===== src/rtl/minibus_master_ctrl.sv =====
// Single-outstanding minibus master: turns one core load/store into one bus
// transaction with alignment checks, load extension and a bus timeout.
module minibus_master_ctrl #(
    parameter int TIMEOUT_CYCLES = 16,
    parameter int DATA_WIDTH     = 32,
    parameter int ADDR_WIDTH     = 32
) (
    input  logic                  clk,
    input  logic                  nrst,
    input  logic                  cpu_req_valid,
    output logic                  cpu_req_ready,
    input  logic                  cpu_req_wen,
    input  logic [1:0]            cpu_req_width,
    input  logic                  cpu_req_signed,
    input  logic [ADDR_WIDTH-1:0] cpu_req_addr,
    input  logic [DATA_WIDTH-1:0] cpu_req_wdata,
    output logic                  cpu_resp_valid,
    output logic [1:0]            cpu_resp_code,
    output logic [DATA_WIDTH-1:0] cpu_resp_rdata,
    output logic                  bus_sel,
    output logic                  bus_wen,
    output logic                  bus_ren,
    output logic [1:0]            bus_width,
    output logic [ADDR_WIDTH-1:0] bus_addr,
    output logic [DATA_WIDTH-1:0] bus_wdata,
    input  logic                  bus_ack,
    input  logic                  bus_err,
    input  logic [DATA_WIDTH-1:0] bus_rdata
);

    typedef enum logic [1:0] {IDLE, BUS, RESP} state_t;

    localparam int             CW      = $clog2(TIMEOUT_CYCLES);
    localparam logic [CW-1:0]  CNT_MAX = CW'(TIMEOUT_CYCLES - 1);

    localparam logic [1:0] CODE_OK      = 2'b00;
    localparam logic [1:0] CODE_BUS_ERR = 2'b01;
    localparam logic [1:0] CODE_TIMEOUT = 2'b10;
    localparam logic [1:0] CODE_ALIGN   = 2'b11;

    state_t                state, state_nxt;
    logic [CW-1:0]         cnt, cnt_nxt;
    logic                  req_signed, req_signed_nxt;
    logic                  ready_nxt, resp_valid_nxt;
    logic [1:0]            resp_code_nxt;
    logic [DATA_WIDTH-1:0] resp_rdata_nxt;
    logic                  sel_nxt, wen_nxt, ren_nxt;
    logic [1:0]            width_nxt;
    logic [ADDR_WIDTH-1:0] addr_nxt;
    logic [DATA_WIDTH-1:0] wdata_nxt;

    function automatic logic misaligned(input logic [1:0] w, input logic [1:0] a);
        case (w)
            2'b00:   misaligned = 1'b0;
            2'b01:   misaligned = a[0];
            2'b10:   misaligned = (a != 2'b00);
            default: misaligned = 1'b1;
        endcase
    endfunction

    function automatic logic [DATA_WIDTH-1:0] mask_wdata(input logic [1:0] w,
                                                         input logic [DATA_WIDTH-1:0] d);
        case (w)
            2'b00:   mask_wdata = DATA_WIDTH'(d[7:0]);
            2'b01:   mask_wdata = DATA_WIDTH'(d[15:0]);
            default: mask_wdata = d;
        endcase
    endfunction

    // Slave data is right-justified; only the addressed lanes are trusted.
    function automatic logic [DATA_WIDTH-1:0] extend_load(input logic [1:0] w, input logic s,
                                                          input logic [DATA_WIDTH-1:0] d);
        case (w)
            2'b00:   extend_load = {{(DATA_WIDTH-8){s & d[7]}}, d[7:0]};
            2'b01:   extend_load = {{(DATA_WIDTH-16){s & d[15]}}, d[15:0]};
            default: extend_load = d;
        endcase
    endfunction

    always_ff @(posedge clk) begin
        if (!nrst) begin
            state          <= IDLE;
            cnt            <= '0;
            req_signed     <= 1'b0;
            cpu_req_ready  <= 1'b0;
            cpu_resp_valid <= 1'b0;
            cpu_resp_code  <= 2'b00;
            cpu_resp_rdata <= '0;
            bus_sel        <= 1'b0;
            bus_wen        <= 1'b0;
            bus_ren        <= 1'b0;
            bus_width      <= 2'b00;
            bus_addr       <= '0;
            bus_wdata      <= '0;
        end else begin
            state          <= state_nxt;
            cnt            <= cnt_nxt;
            req_signed     <= req_signed_nxt;
            cpu_req_ready  <= ready_nxt;
            cpu_resp_valid <= resp_valid_nxt;
            cpu_resp_code  <= resp_code_nxt;
            cpu_resp_rdata <= resp_rdata_nxt;
            bus_sel        <= sel_nxt;
            bus_wen        <= wen_nxt;
            bus_ren        <= ren_nxt;
            bus_width      <= width_nxt;
            bus_addr       <= addr_nxt;
            bus_wdata      <= wdata_nxt;
        end
    end

    always_comb begin
        state_nxt      = state;
        cnt_nxt        = cnt;
        req_signed_nxt = req_signed;
        ready_nxt      = cpu_req_ready;
        resp_valid_nxt = 1'b0;
        resp_code_nxt  = cpu_resp_code;
        resp_rdata_nxt = cpu_resp_rdata;
        sel_nxt        = bus_sel;
        wen_nxt        = bus_wen;
        ren_nxt        = bus_ren;
        width_nxt      = bus_width;
        addr_nxt       = bus_addr;
        wdata_nxt      = bus_wdata;

        case (state)
            IDLE: begin
                ready_nxt = 1'b1;
                if (cpu_req_valid && cpu_req_ready) begin
                    ready_nxt      = 1'b0;
                    req_signed_nxt = cpu_req_signed;
                    if (misaligned(cpu_req_width, cpu_req_addr[1:0])) begin
                        state_nxt      = RESP;
                        resp_valid_nxt = 1'b1;
                        resp_code_nxt  = CODE_ALIGN;
                        resp_rdata_nxt = '0;
                    end else begin
                        state_nxt = BUS;
                        cnt_nxt   = '0;
                        sel_nxt   = 1'b1;
                        wen_nxt   = cpu_req_wen;
                        ren_nxt   = ~cpu_req_wen;
                        width_nxt = cpu_req_width;
                        addr_nxt  = cpu_req_addr;
                        wdata_nxt = mask_wdata(cpu_req_width, cpu_req_wdata);
                    end
                end
            end
            BUS: begin
                // err beats ack beats timeout; the latched bus_wen/bus_width stay valid here.
                if (bus_err || bus_ack || cnt == CNT_MAX) begin
                    state_nxt      = RESP;
                    resp_valid_nxt = 1'b1;
                    resp_rdata_nxt = '0;
                    sel_nxt        = 1'b0;
                    wen_nxt        = 1'b0;
                    ren_nxt        = 1'b0;
                    if (bus_err) begin
                        resp_code_nxt = CODE_BUS_ERR;
                    end else if (bus_ack) begin
                        resp_code_nxt = CODE_OK;
                        if (!bus_wen)
                            resp_rdata_nxt = extend_load(bus_width, req_signed, bus_rdata);
                    end else begin
                        resp_code_nxt = CODE_TIMEOUT;
                    end
                end else begin
                    cnt_nxt = cnt + 1'b1;
                end
            end
            RESP: begin
                state_nxt = IDLE;
                ready_nxt = 1'b1;
            end
            default: begin
                state_nxt = IDLE;
            end
        endcase
    end

endmodule


===== config.mk =====
export PLATFORM = sky130hd
export DESIGN_NAME = minibus_master_ctrl
export DESIGN_NICKNAME = d
export VERILOG_FILES = /design/src/rtl/minibus_master_ctrl.sv
export SDC_FILE = /design/constraint.sdc
export NUM_CORES = 1
export LEC_CHECK = 0
export CORE_MARGIN = 2
export CORE_UTILIZATION = 44
export DETAILED_ROUTE_END_ITERATION = 16
export GPL_ROUTABILITY_DRIVEN = 1
export HOLD_SLACK_MARGIN = 0.06
export PLACE_DENSITY = 0.82
export SLEW_MARGIN = 20
export SYNTH_ARGS = -nofsm -noshare
export SYNTH_HDL_FRONTEND = slang
export SYNTH_SLANG_ARGS = --single-unit

===== constraint.sdc =====
create_clock -name clk -period 5.08 [get_ports clk]
set_clock_uncertainty 0.15 [all_clocks]
set_input_delay 1.016 -clock clk [delete_from_list [all_inputs] [get_ports clk]]
set_output_delay 1.016 -clock clk [all_outputs]
set_load 0.03 [all_outputs]

==> run_results.csv, run 1 <==
group,metric,value,unit
global_route,first_pass_grt_wire_length,19600,µm
cells_and_area,antenna_cells,0,
global_route,global_route.peak_usage_layer,"met2",
pwr,sw_frac_of_total,25.2,%
yosys,synth_seq_cells,112,
cells_and_area,drive_above_1_share,4.83,%
cts,cts_max_path_bufs,2,
detailed_routing,post-route-drc-count,0,
pwr,total_power_density_per_cell_area,245,nW/µm²
pwr,static-leakage-power,2.37,nW
hold_path,timing.hold.worst.class,"flop to flop",
job,max_cap_violations,0,
worst_setup_path,cp.required,5210,ps
pwr,cellInternalPower,1.22,mW
detailed_routing,drt-pass1-iter-count,4,
pwr,share_comb_of_total_power,15.5,%
worst_setup_path,setup_crit_end_kind,"flop",
place,place_ws,1460,ps
pwr,power.share.clock,28.6,%
timing,headroom_to_the_max_slew_limit,29.5,%
cells_and_area,area_growth_syn_to_layout,52.0,%
global_route,grt_use_met2,36.4,%
cts,cts_hold_repair.buffers,0,
worst_setup_path,timing.critical_path.cells,"clkdlybuf4s50_1 > nor3_4 > o21a_2 > buf_4 > nand2_1 > a21boi_1",
place,dpl_wire_length,8870,µm
worst_setup_path,timing.setup.critical_path_class,"input pin to flop",
yosys,syn-mean-instance-area,9.34,µm²
timing,hold_viol_final,0,
pwr,pwr-share-seq,55.9,%
timing,setup_slack,1850,ps
cts,clkSlewWorstSetupHoldPaths,90,ps
timing,worst_hold_slack,304,ps
hold_path,worst_hold_path.endpoint,"bus_wdata[16]",
detailed_routing,route.vias.total,4037,
worst_setup_path,reg2reg_slack,2660,ps
worst_setup_path,startpoint,"cpu_req_width[0]",
worst_setup_path,critical_path.reg2reg.startpoint,"state[1]",
pwr,vdd.ir_drop.worst,0.133,mV
floorplanning,die-height,104,µm
yosys,synthesis.area,4370,µm²
place,placedInstanceArea,6490,µm²
status,outcome,"finished, final reports clean",
yosys,synth_fp_nets,574,
detailed_routing,post_drt_wl_per_cell,15.5,µm
worst_setup_path,crit_path_top_delay_cell,"o21a_2",
timing,setup-tns-final,0,ps
cts,tritoncts,"yes",
global_route,first_global_vias,3840,
cells_and_area,fin_cells,796,
detailed_routing,drt_first_iter_violations,182,
floorplanning,coreArea,9730,µm²
pwr,net-switching-power,0.410,mW
yosys,yosysWarningCount,0,
global_route,grtUsageMet1,27.8,%
timing,layout_min_cycle_time,3230,ps
hold_path,min_path_cells,2,
global_route,grt_start_max_net_pins,85,
global_route,grt_antenna_before_repair,0,
worst_setup_path,max_stage_delay,740,ps
worst_setup_path,critical_path.reg2reg.endpoint,"bus_addr[25]",
worst_setup_path,crit_path_start_kind,"input pin",
global_route,gr-total-overflow,0,
worst_setup_path,reg2regPathDepth,5,
cells_and_area,post-route-cell-area,6650,µm²
place,gp_congestion,0.760,
global_route,groute.usage.overall,22.4,%
cts,cts_inserted_buffers,9,
timing,setup_violations,0,
yosys,post-synth-top-area-cell,"dfxtp_1",
floorplanning,floorplan.rows,36,
cts,h-tree-depth,3,
detailed_routing,ant_nets,0,
cts,post_cts_resize_count,0,
worst_setup_path,worst-path-max-fanout,44,
floorplanning,die_area,10700,µm²
cts,clock_network_latency_to_the_later_pin_of_the_worst_skew_pair,360,ps
yosys,synth_sequential_area_ratio,51.3,%
timing,rsz_0062_raised_after_global_routing,"false",
cts,cts_root_buf,"clkbuf_8",
place,post-place-cells,782,
global_route,grt_met3_usage,8.37,%
timing,maxSlewViolCount,0,
place,buffer_ports.inserted,209,
cts,post_cts.repair.setup_buffers,0,
cells_and_area,final_nets,766,
floorplanning,dieWidth,104,µm
timing,max_freq,310,MHz
detailed_routing,post_drt_via_cell_ratio,5.07,
yosys,syn-instance-count,468,
timing,worst_pin_slew,1060,ps
hold_path,min_from,"bus_wdata[16]",
cts,clkSinkCount,112,
floorplanning,initial_core_util,44.9,%
timing,layout_worst_path_cycle_share,63.6,%
floorplanning,floorplan.io_pins,210,
detailed_routing,wl,12400,µm
worst_setup_path,worstPathArrival,3360,ps
yosys,synth.top_cell.area_share,51.3,%
yosys,synth_area_leaders,"dfxtp_1, a21boi_1, nand2_1",
yosys,post_synth_num_cell_types,42,
[placed cells by master, fill, tap and decap left out, types with 2 or more instances in the layout]
master / instances
nor2_1: 6
nand2_1: 124
a21boi_1: 67
nor2b_1: 2
xor2_1: 3
dfxtp_1: 112
clkdlybuf4s50_1: 208
a21oi_1: 2
clkbuf_1: 3
clkbuf_8: 10
nand3_1: 28
o21ai_0: 9
and2_1: 2
mux2i_1: 4
a22o_1: 32
and3_1: 3
buf_4: 7
nand2b_1: 16
[final cells by class]
class | instances | area (µm²)
Fill cell | 774 | 3080
Timing Repair Buffer | 216 | 2140
Tap cell | 133 | 166
Sequential cell | 112 | 2240
Clock buffer | 13 | 149
Multi-Input combinational cell | 320 | 1940
Inverter | 1 | 3.75
Clock inverter | 1 | 5.00
[worst max-delay path, delay by kind of cell]
kind,cells,cell delay (ps)
and+or+nand+nor,2,440
AOI/OAI and AO/OA,2,890
buffers and inverters,2,990
[kinds of logic after synthesis]
family,after synthesis,share of synthesized area [%]
AND/OR/NAND/NOR,191,20.7
adder cells (fa/ha/maj),1,0.286
multiplexers,5,1.17
XOR/XNOR,3,0.601
flip-flops,112,51.3
AO/OA/AOI/OAI,120,21.4
buffers and inverters,36,4.55
[routing by layer]
layer  share of wire, %  vias up
met5                  0        -
met4                1.1        0
met3                9.5       11
met2                 45      163
met1                 44     1887
li1                   -     1976
[Yosys cell counts]
master,number
o21ai_0,9
clkbuf_1,16
o21ai_2,1
nor4_4,1
or2_2,1
o221a_1,1
a21boi_4,1
a21oi_1,2
nor2_1,6
o41ai_1,1
buf_2,6
and4bb_4,1
ha_1,1
a211oi_2,1
nand2_1,124
nor3_4,1
nand4_1,1
xor2_1,3
buf_6,4
nand3_4,1
nor4b_4,1
nand3_1,28
nand2b_2,1
mux2i_1,4
inv_1,1
nor2b_1,2
mux2_1,1
o21ai_1,1
nand3b_1,1
dfxtp_1,112
o31ai_1,1
a22o_1,32
buf_1,2
and3_1,3
a21boi_1,67
buf_4,7
or2b_2,1
o21a_1,1
nand2b_1,16
and2_1,2
a31o_1,1
a21oi_2,1
[metrics by stage]
stage / util, % / power [mW]
2_1_floorplan: - / 1.05
3_3_place_gp: 66.7 / 1.18
3_5_place_dp: 66.7 / 1.18
4_1_cts: 68.3 / 1.64
5_1_grt: 68.3 / 1.69
6_report: 68.3 / 1.63
[flip-flops by register name, summed over array words and instances (netlist names)]
signal,flops
bus_wdata,32
bus_addr,32
cpu_req_ready,1
req_signed,1
bus_wen,1
bus_width,2
cpu_resp_code,2
cpu_resp_rdata,32
state,2
cnt,4
bus_sel,1
cpu_resp_valid,1
bus_ren,1
[power groups by stage]
stage          Combinational, mW  Sequential (mW)  Clock (mW)
2_1_floorplan             0.0815            0.967           0
3_5_place_dp               0.253            0.931           0
6_report                   0.253            0.910       0.465
5_1_grt                    0.270            0.913       0.509
4_1_cts                    0.254            0.911       0.474
3_3_place_gp               0.250            0.930           0
[worst max path at each step]
stage | depth (start not counted) | endpoint | slack [ps]
6_report | 6 | bus_addr[25] | 1850
5_1_grt | 6 | bus_addr[15] | 1660
4_1_cts | 6 | bus_addr[15] | 1830
3_5_place_dp | 6 | bus_addr[25] | 1460
3_3_place_gp | 6 | bus_addr[31] | 1550
2_1_floorplan | 6 | cpu_resp_rdata[16] | 2800
(Power assumes the default switching activity.)
==> run 2: changes to the inputs <==
--- a/config.mk
+++ b/config.mk
@@ -6,11 +6,11 @@
 export NUM_CORES = 1
 export LEC_CHECK = 0
 export CORE_MARGIN = 2
-export CORE_UTILIZATION = 44
+export CORE_UTILIZATION = 37
 export DETAILED_ROUTE_END_ITERATION = 16
 export GPL_ROUTABILITY_DRIVEN = 1
 export HOLD_SLACK_MARGIN = 0.06
-export PLACE_DENSITY = 0.82
+export PLACE_DENSITY = 0.73
 export SLEW_MARGIN = 20
 export SYNTH_ARGS = -nofsm -noshare
 export SYNTH_HDL_FRONTEND = slang
==> constraint.sdc (replaced) <==
create_clock -name clk -period 2.95 [get_ports clk]
set_clock_uncertainty 0.15 [all_clocks]
set_input_delay 0.59 -clock clk [delete_from_list [all_inputs] [get_ports clk]]
set_output_delay 0.59 -clock clk [all_outputs]
set_load 0.03 [all_outputs]
==> run 2 against run 1 <==
Net effect:
- non-clock buffer count increased by 3
- critical path type unchanged
- clock power rose to 2.8 times the previous value
- largest power group unchanged
- critical endpoint is now cpu_resp_rdata[10]
- register-to-register slack got worse by 2000 ps
- critical path depth decreased by 1
- wire length rose by 4.2%
- global-route usage shrank 1.9 points
- sequential cell count did not move
- count of clock-buffer cells in the layout decreased by 4
- utilization is 8.5 points lower
==> run_results.csv, run 2 (synthesis results as in run 1) <==
group,metric,value,unit
status,outcome,"finished, final reports clean",
global_route,first_global_vias,4090,
cells_and_area,antenna_cells,0,
timing,headroom_to_the_max_slew_limit,40.8,%
global_route,global_route.peak_usage_layer,"met2",
cells_and_area,layout_common_cells,"clkdlybuf4s50_1, nand2_1, dfxtp_1",
timing,worst_pin_slew,886,ps
place,buffer_ports.inserted,209,
worst_setup_path,worstPathArrival,2730,ps
global_route,grt_met3_usage,10.4,%
cells_and_area,fillCellCount,966,
pwr,vdd.ir_drop.worst,0.499,mV
cts,clkSinkCount,112,
floorplanning,dieWidth,113,µm
pwr,static-leakage-power,2.46,nW
cts,cts_root_buf,"clkbuf_16",
detailed_routing,drt_first_iter_violations,288,
timing,setup_violations,0,
pwr,total_power_density_per_cell_area,481,nW/µm²
floorplanning,die-height,113,µm
cts,tritoncts,"yes",
cells_and_area,final_nets,769,
detailed_routing,wl,12900,µm
global_route,gr-total-overflow,0,
floorplanning,floorplan.rows,39,
cts,post_cts_resize_count,0,
detailed_routing,post_drt_wl_per_cell,15.9,µm
hold_path,timing.hold.worst.class,"flop to flop",
timing,layout_min_cycle_time,2590,ps
cts,h-tree-depth,3,
floorplanning,floorplan.io_pins,210,
worst_setup_path,cp.required,3090,ps
timing,max_freq,386,MHz
cts,cts_hold_repair.buffers,0,
cts,cts_max_path_bufs,2,
timing,rsz_0062_raised_after_global_routing,"false",
timing,setup-tns-final,0,ps
worst_setup_path,worst-path-max-fanout,32,
cells_and_area,drive_above_1_share,5.85,%
worst_setup_path,setup_crit_end_kind,"flop",
place,gp_congestion,0.810,
floorplanning,die_area,12700,µm²
place,place_ws,9.30,ps
global_route,grtUsageMet1,23.2,%
job,max_cap_violations,0,
detailed_routing,post_drt_via_cell_ratio,5.00,
cells_and_area,final_common_cell,"clkdlybuf4s50_1",
floorplanning,initial_core_util,38.1,%
detailed_routing,route.vias.total,4050,
timing,hold_viol_final,0,
global_route,grt_start_max_net_pins,82,
global_route,grt_antenna_before_repair,0,
place,dpl_wire_length,9320,µm
timing,layout_worst_path_cycle_share,87.7,%
global_route,first_pass_grt_wire_length,20800,µm
cells_and_area,area_growth_syn_to_layout,57.0,%
pwr,finalPower,3.30,mW
detailed_routing,ant_nets,0,
hold_path,min_from,"bus_addr[25]",
cts,clock_network_latency_to_the_later_pin_of_the_worst_skew_pair,350,ps
global_route,grt_use_met2,34.3,%
worst_setup_path,critical_path.reg2reg.startpoint,"state[0]",
cts,post_cts.repair.setup_buffers,0,
cells_and_area,largestRegisters,"bus_addr x32, bus_wdata x32, cpu_resp_rdata x32",
floorplanning,coreArea,11500,µm²
worst_setup_path,startpoint,"cpu_req_width[0]",
timing,setup_slack,362,ps
cells_and_area,fin_util,59.8,%
cts,cts_inserted_buffers,9,
worst_setup_path,timing.setup.critical_path_class,"input pin to flop",
global_route,groute.usage.overall,20.5,%
timing,maxSlewViolCount,0,
detailed_routing,post-route-drc-count,0,
worst_setup_path,crit_path_start_kind,"input pin",
cts,clkSlewWorstSetupHoldPaths,70,ps
detailed_routing,drt-pass1-iter-count,4,
run 2: cell count changes in the layout (fill, tap and decap cells not counted), sizes merged:
cell | previous run | this run
clkinvlp | 0 | 2
buf | 8 | 11
bufinv | 0 | 2
clkinv | 1 | 2
clkbuf | 13 | 9
run 2: final timing paths:
path	to	slack, ps	depth (start not counted)
max	cpu_resp_rdata[10]	360	5
min	bus_addr[25]	300	2
min reg2reg	bus_addr[25]	300	2
max reg2reg	cpu_resp_rdata[10]	710	4
run 2: where the power goes:
part           internal, mW  switching, mW
Combinational         0.236          0.208
Sequential             1.55         0.0219
Clock                 0.737          0.555
run 2: metal layers:
layer,vias up,routed length (µm)
met1,1898,5230
met4,0,112
li1,1974,-
met3,8,1440
met5,-,0
met2,170,6120
run 2: metrics by stage:
step           instance area, µm²  cells  hold slack, ps
6_report                     6860    810             301
5_1_grt                      6860    810             313
2_1_floorplan                4370    468             307
3_5_place_dp                 6550    795             292
4_1_cts                      6860    810             302
3_3_place_gp                 6550    795             286
run 2: layout make-up:
type                    count  area, µm²  area share (%)
flip-flops and latches    112       2240            32.7
inverters                   1       3.75          0.0547
repair buffers            219       2190            31.9
well taps                 143        179            2.61
multi-input cells         320       1940            28.3
clock buffers               9        225            3.28
clock inverters             6       85.1            1.24
run 2: worst max-delay path, stage by stage:
cell,delay [ps]
clkdlybuf4s50_1,520
nor3_4,360
o21ai_1,230
a21boi_4,740
a22o_1,270
==> run 3: changes to the inputs <==
--- a/config.mk
+++ b/config.mk
@@ -6,11 +6,12 @@
 export NUM_CORES = 1
 export LEC_CHECK = 0
 export CORE_MARGIN = 2
-export CORE_UTILIZATION = 37
+export CORE_UTILIZATION = 41
 export DETAILED_ROUTE_END_ITERATION = 16
 export GPL_ROUTABILITY_DRIVEN = 1
 export HOLD_SLACK_MARGIN = 0.06
-export PLACE_DENSITY = 0.73
+export MAX_ROUTING_LAYER = met4
+export PLACE_DENSITY = 0.77
 export SLEW_MARGIN = 20
 export SYNTH_ARGS = -nofsm -noshare
 export SYNTH_HDL_FRONTEND = slang
==> constraint.sdc (replaced) <==
create_clock -name clk -period 2.8 [get_ports clk]
set_clock_uncertainty 0.15 [all_clocks]
set_input_delay 0.56 -clock clk [delete_from_list [all_inputs] [get_ports clk]]
set_output_delay 0.56 -clock clk [all_outputs]
set_load 0.03 [all_outputs]
==> run 3 against run 2 <==
Net effect:
- global-route usage grew 1.4 points
- combinational power grew 4%
- non-clock buffer count shrank 1
- clock power shrank 24%
- sequential share of layout area grew 0.62 points
- hold slack gained 2.5 ps
- setup slack lost 46 ps
- largest power group unchanged
- largest cell class unchanged
==> run_results.csv, run 3 (synthesis results as in run 1) <==
group,metric,value,unit
worst_setup_path,cp.required,2960,ps
global_route,gr-total-overflow,0,
global_route,grt_use_met2,34.6,%
worst_setup_path,reg2reg_slack,530,ps
cts,clock_network_latency_to_the_later_pin_of_the_worst_skew_pair,370,ps
floorplanning,floorplan.rows,37,
job,max_cap_violations,0,
global_route,grt_antenna_before_repair,0,
cells_and_area,post-route-cell-area,6730,µm²
hold_path,min_from,"bus_wdata[28]",
cts,cts_inserted_buffers,9,
timing,rsz_0062_raised_after_global_routing,"false",
floorplanning,dieWidth,107,µm
worst_setup_path,setup_crit_end_kind,"flop",
worst_setup_path,critical_path.reg2reg.endpoint,"cpu_resp_rdata[8]",
floorplanning,die_area,11500,µm²
cells_and_area,final_common_cell,"clkdlybuf4s50_1",
global_route,grt_met3_usage,5.87,%
timing,layout_min_cycle_time,2480,ps
cts,tritoncts,"yes",
cts,clkSinkCount,112,
hold_path,worst_hold_path.endpoint,"bus_wdata[28]",
detailed_routing,drt_first_iter_violations,184,
cts,post_cts_resize_count,0,
cts,post_cts.repair.setup_buffers,0,
worst_setup_path,worstPathArrival,2640,ps
place,gp_congestion,0.748,
pwr,sw_frac_of_total,24.4,%
worst_setup_path,critical_path.reg2reg.startpoint,"state[0]",
floorplanning,coreArea,10300,µm²
global_route,first_pass_grt_wire_length,19400,µm
worst_setup_path,reg2regPathDepth,4,
detailed_routing,post-route-drc-count,0,
pwr,vdd.ir_drop.worst,0.293,mV
worst_setup_path,startpoint,"cpu_req_width[0]",
timing,hold_viol_final,0,
status,outcome,"finished, final reports clean",
cts,h-tree-depth,3,
global_route,global_route.peak_usage_layer,"met2",
pwr,net-switching-power,0.753,mW
detailed_routing,route.vias.total,4041,
cts,cts_hold_repair.buffers,0,
hold_path,min_path_cells,2,
detailed_routing,post_drt_wl_per_cell,15.4,µm
cells_and_area,final_nets,768,
timing,layout_worst_path_cycle_share,88.7,%
pwr,power.share.clock,31.5,%
cts,cts_root_buf,"clkbuf_8",
cts,clkSlewWorstSetupHoldPaths,90,ps
timing,worst_pin_slew,885,ps
floorplanning,initial_core_util,42.3,%
global_route,grt_start_max_net_pins,60,
timing,setup_violations,0,
pwr,pwr-share-seq,53.5,%
global_route,grtUsageMet1,27.5,%
pwr,share_comb_of_total_power,15.0,%
detailed_routing,wl,12400,µm
cells_and_area,antenna_cells,0,
global_route,groute.usage.overall,21.9,%
cells_and_area,largestRegisters,"bus_addr x32, bus_wdata x32, cpu_resp_rdata x32",
detailed_routing,drt-pass1-iter-count,4,
place,placedInstanceArea,6540,µm²
cells_and_area,drive_above_1_share,5.55,%
timing,maxSlewViolCount,0,
pwr,cellInternalPower,2.34,mW
cells_and_area,register_area,2240,µm²
floorplanning,die-height,107,µm
cells_and_area,fillCellCount,863,
pwr,total_power_density_per_cell_area,459,nW/µm²
cells_and_area,layout_common_cells,"clkdlybuf4s50_1, nand2_1, dfxtp_1",
cells_and_area,multi_input_comb_area,1940,µm²
worst_setup_path,worst-path-max-fanout,32,
timing,headroom_to_the_max_slew_limit,40.8,%
place,dpl_wire_length,9060,µm
detailed_routing,post_drt_via_cell_ratio,5.03,
cells_and_area,area_growth_syn_to_layout,54.0,%
hold_path,timing.hold.worst.class,"flop to flop",
worst_setup_path,timing.setup.critical_path_class,"input pin to flop",
floorplanning,floorplan.io_pins,210,
timing,max_freq,402,MHz
pwr,static-leakage-power,2.41,nW
global_route,first_global_vias,3997,
cells_and_area,fin_cells,803,
detailed_routing,ant_nets,0,
place,buffer_ports.inserted,209,
worst_setup_path,crit_path_start_kind,"input pin",
place,post-place-cells,787,
cts,cts_max_path_bufs,2,
==> run 3: cell count changes in the layout (fill, tap and decap cells not counted) <==
| cell | change |
|---|---|
| buf_4 | -1 |
| bufinv_16 | -1 |
| clkbuf_1 | +2 |
| clkbuf_16 | -9 |
| clkbuf_8 | +11 |
| clkinvlp_4 | -2 |
==> run 3: layer usage <==
metal	wire, µm	up-vias	part of all wire [%]
met2	5750	164	46
met1	5430	1891	44
li1	-	1972	-
met5	0	-	0
met4	161	0	1.3
met3	1030	14	8.3
==> run 3: power groups by stage <==
stage | clock [mW] | sequential [mW] | combinational (mW)
after CTS | 1.00 | 1.65 | 0.466
after global placement | 0 | 1.69 | 0.458
after detailed placement | 0 | 1.69 | 0.463
after floorplan | 0 | 1.75 | 0.148
after global routing | 1.05 | 1.66 | 0.496
final | 0.975 | 1.65 | 0.463
==> run 3: layout make-up <==
| class | count | area share [%] |
|---|---|---|
| timing repair buffer | 218 | 32.4 |
| tap | 136 | 2.53 |
| multi-input combinational | 320 | 28.8 |
| sequential | 112 | 33.3 |
| inverter | 1 | 0.0557 |
| clock inverter | 3 | 0.595 |
| clock buffer | 13 | 2.36 |
==> run 3: critical path: stages <==
cell and delay (ps):
clkdlybuf4s50_1 530, nor3_4 340, o21ai_1 210, a21boi_4 730, a22o_1 260
==> run 3: worst max-delay path by stage <==
stage	end	slack (ps)	depth (start not counted)
2_1_floorplan	cpu_resp_rdata[16]	970	6
3_3_place_gp	cpu_resp_rdata[10]	30	5
3_5_place_dp	cpu_resp_rdata[29]	-60	5
4_1_cts	cpu_resp_rdata[8]	330	5
5_1_grt	cpu_resp_rdata[1]	160	5
6_report	cpu_resp_rdata[8]	320	5
==> run 3: per-stage QoR <==
stage	total power [mW]	setup slack [ps]	hold slack (ps)	TNS [ps]	util, %
final	3.09	315	304	0	65.2
after detailed placement	2.15	-56.0	293	-1310	63.3
after global placement	2.14	28.1	287	0	63.3
after global routing	3.20	156	327	0	65.2
after floorplan	1.90	971	307	0	-
after CTS	3.12	329	306	0	65.2
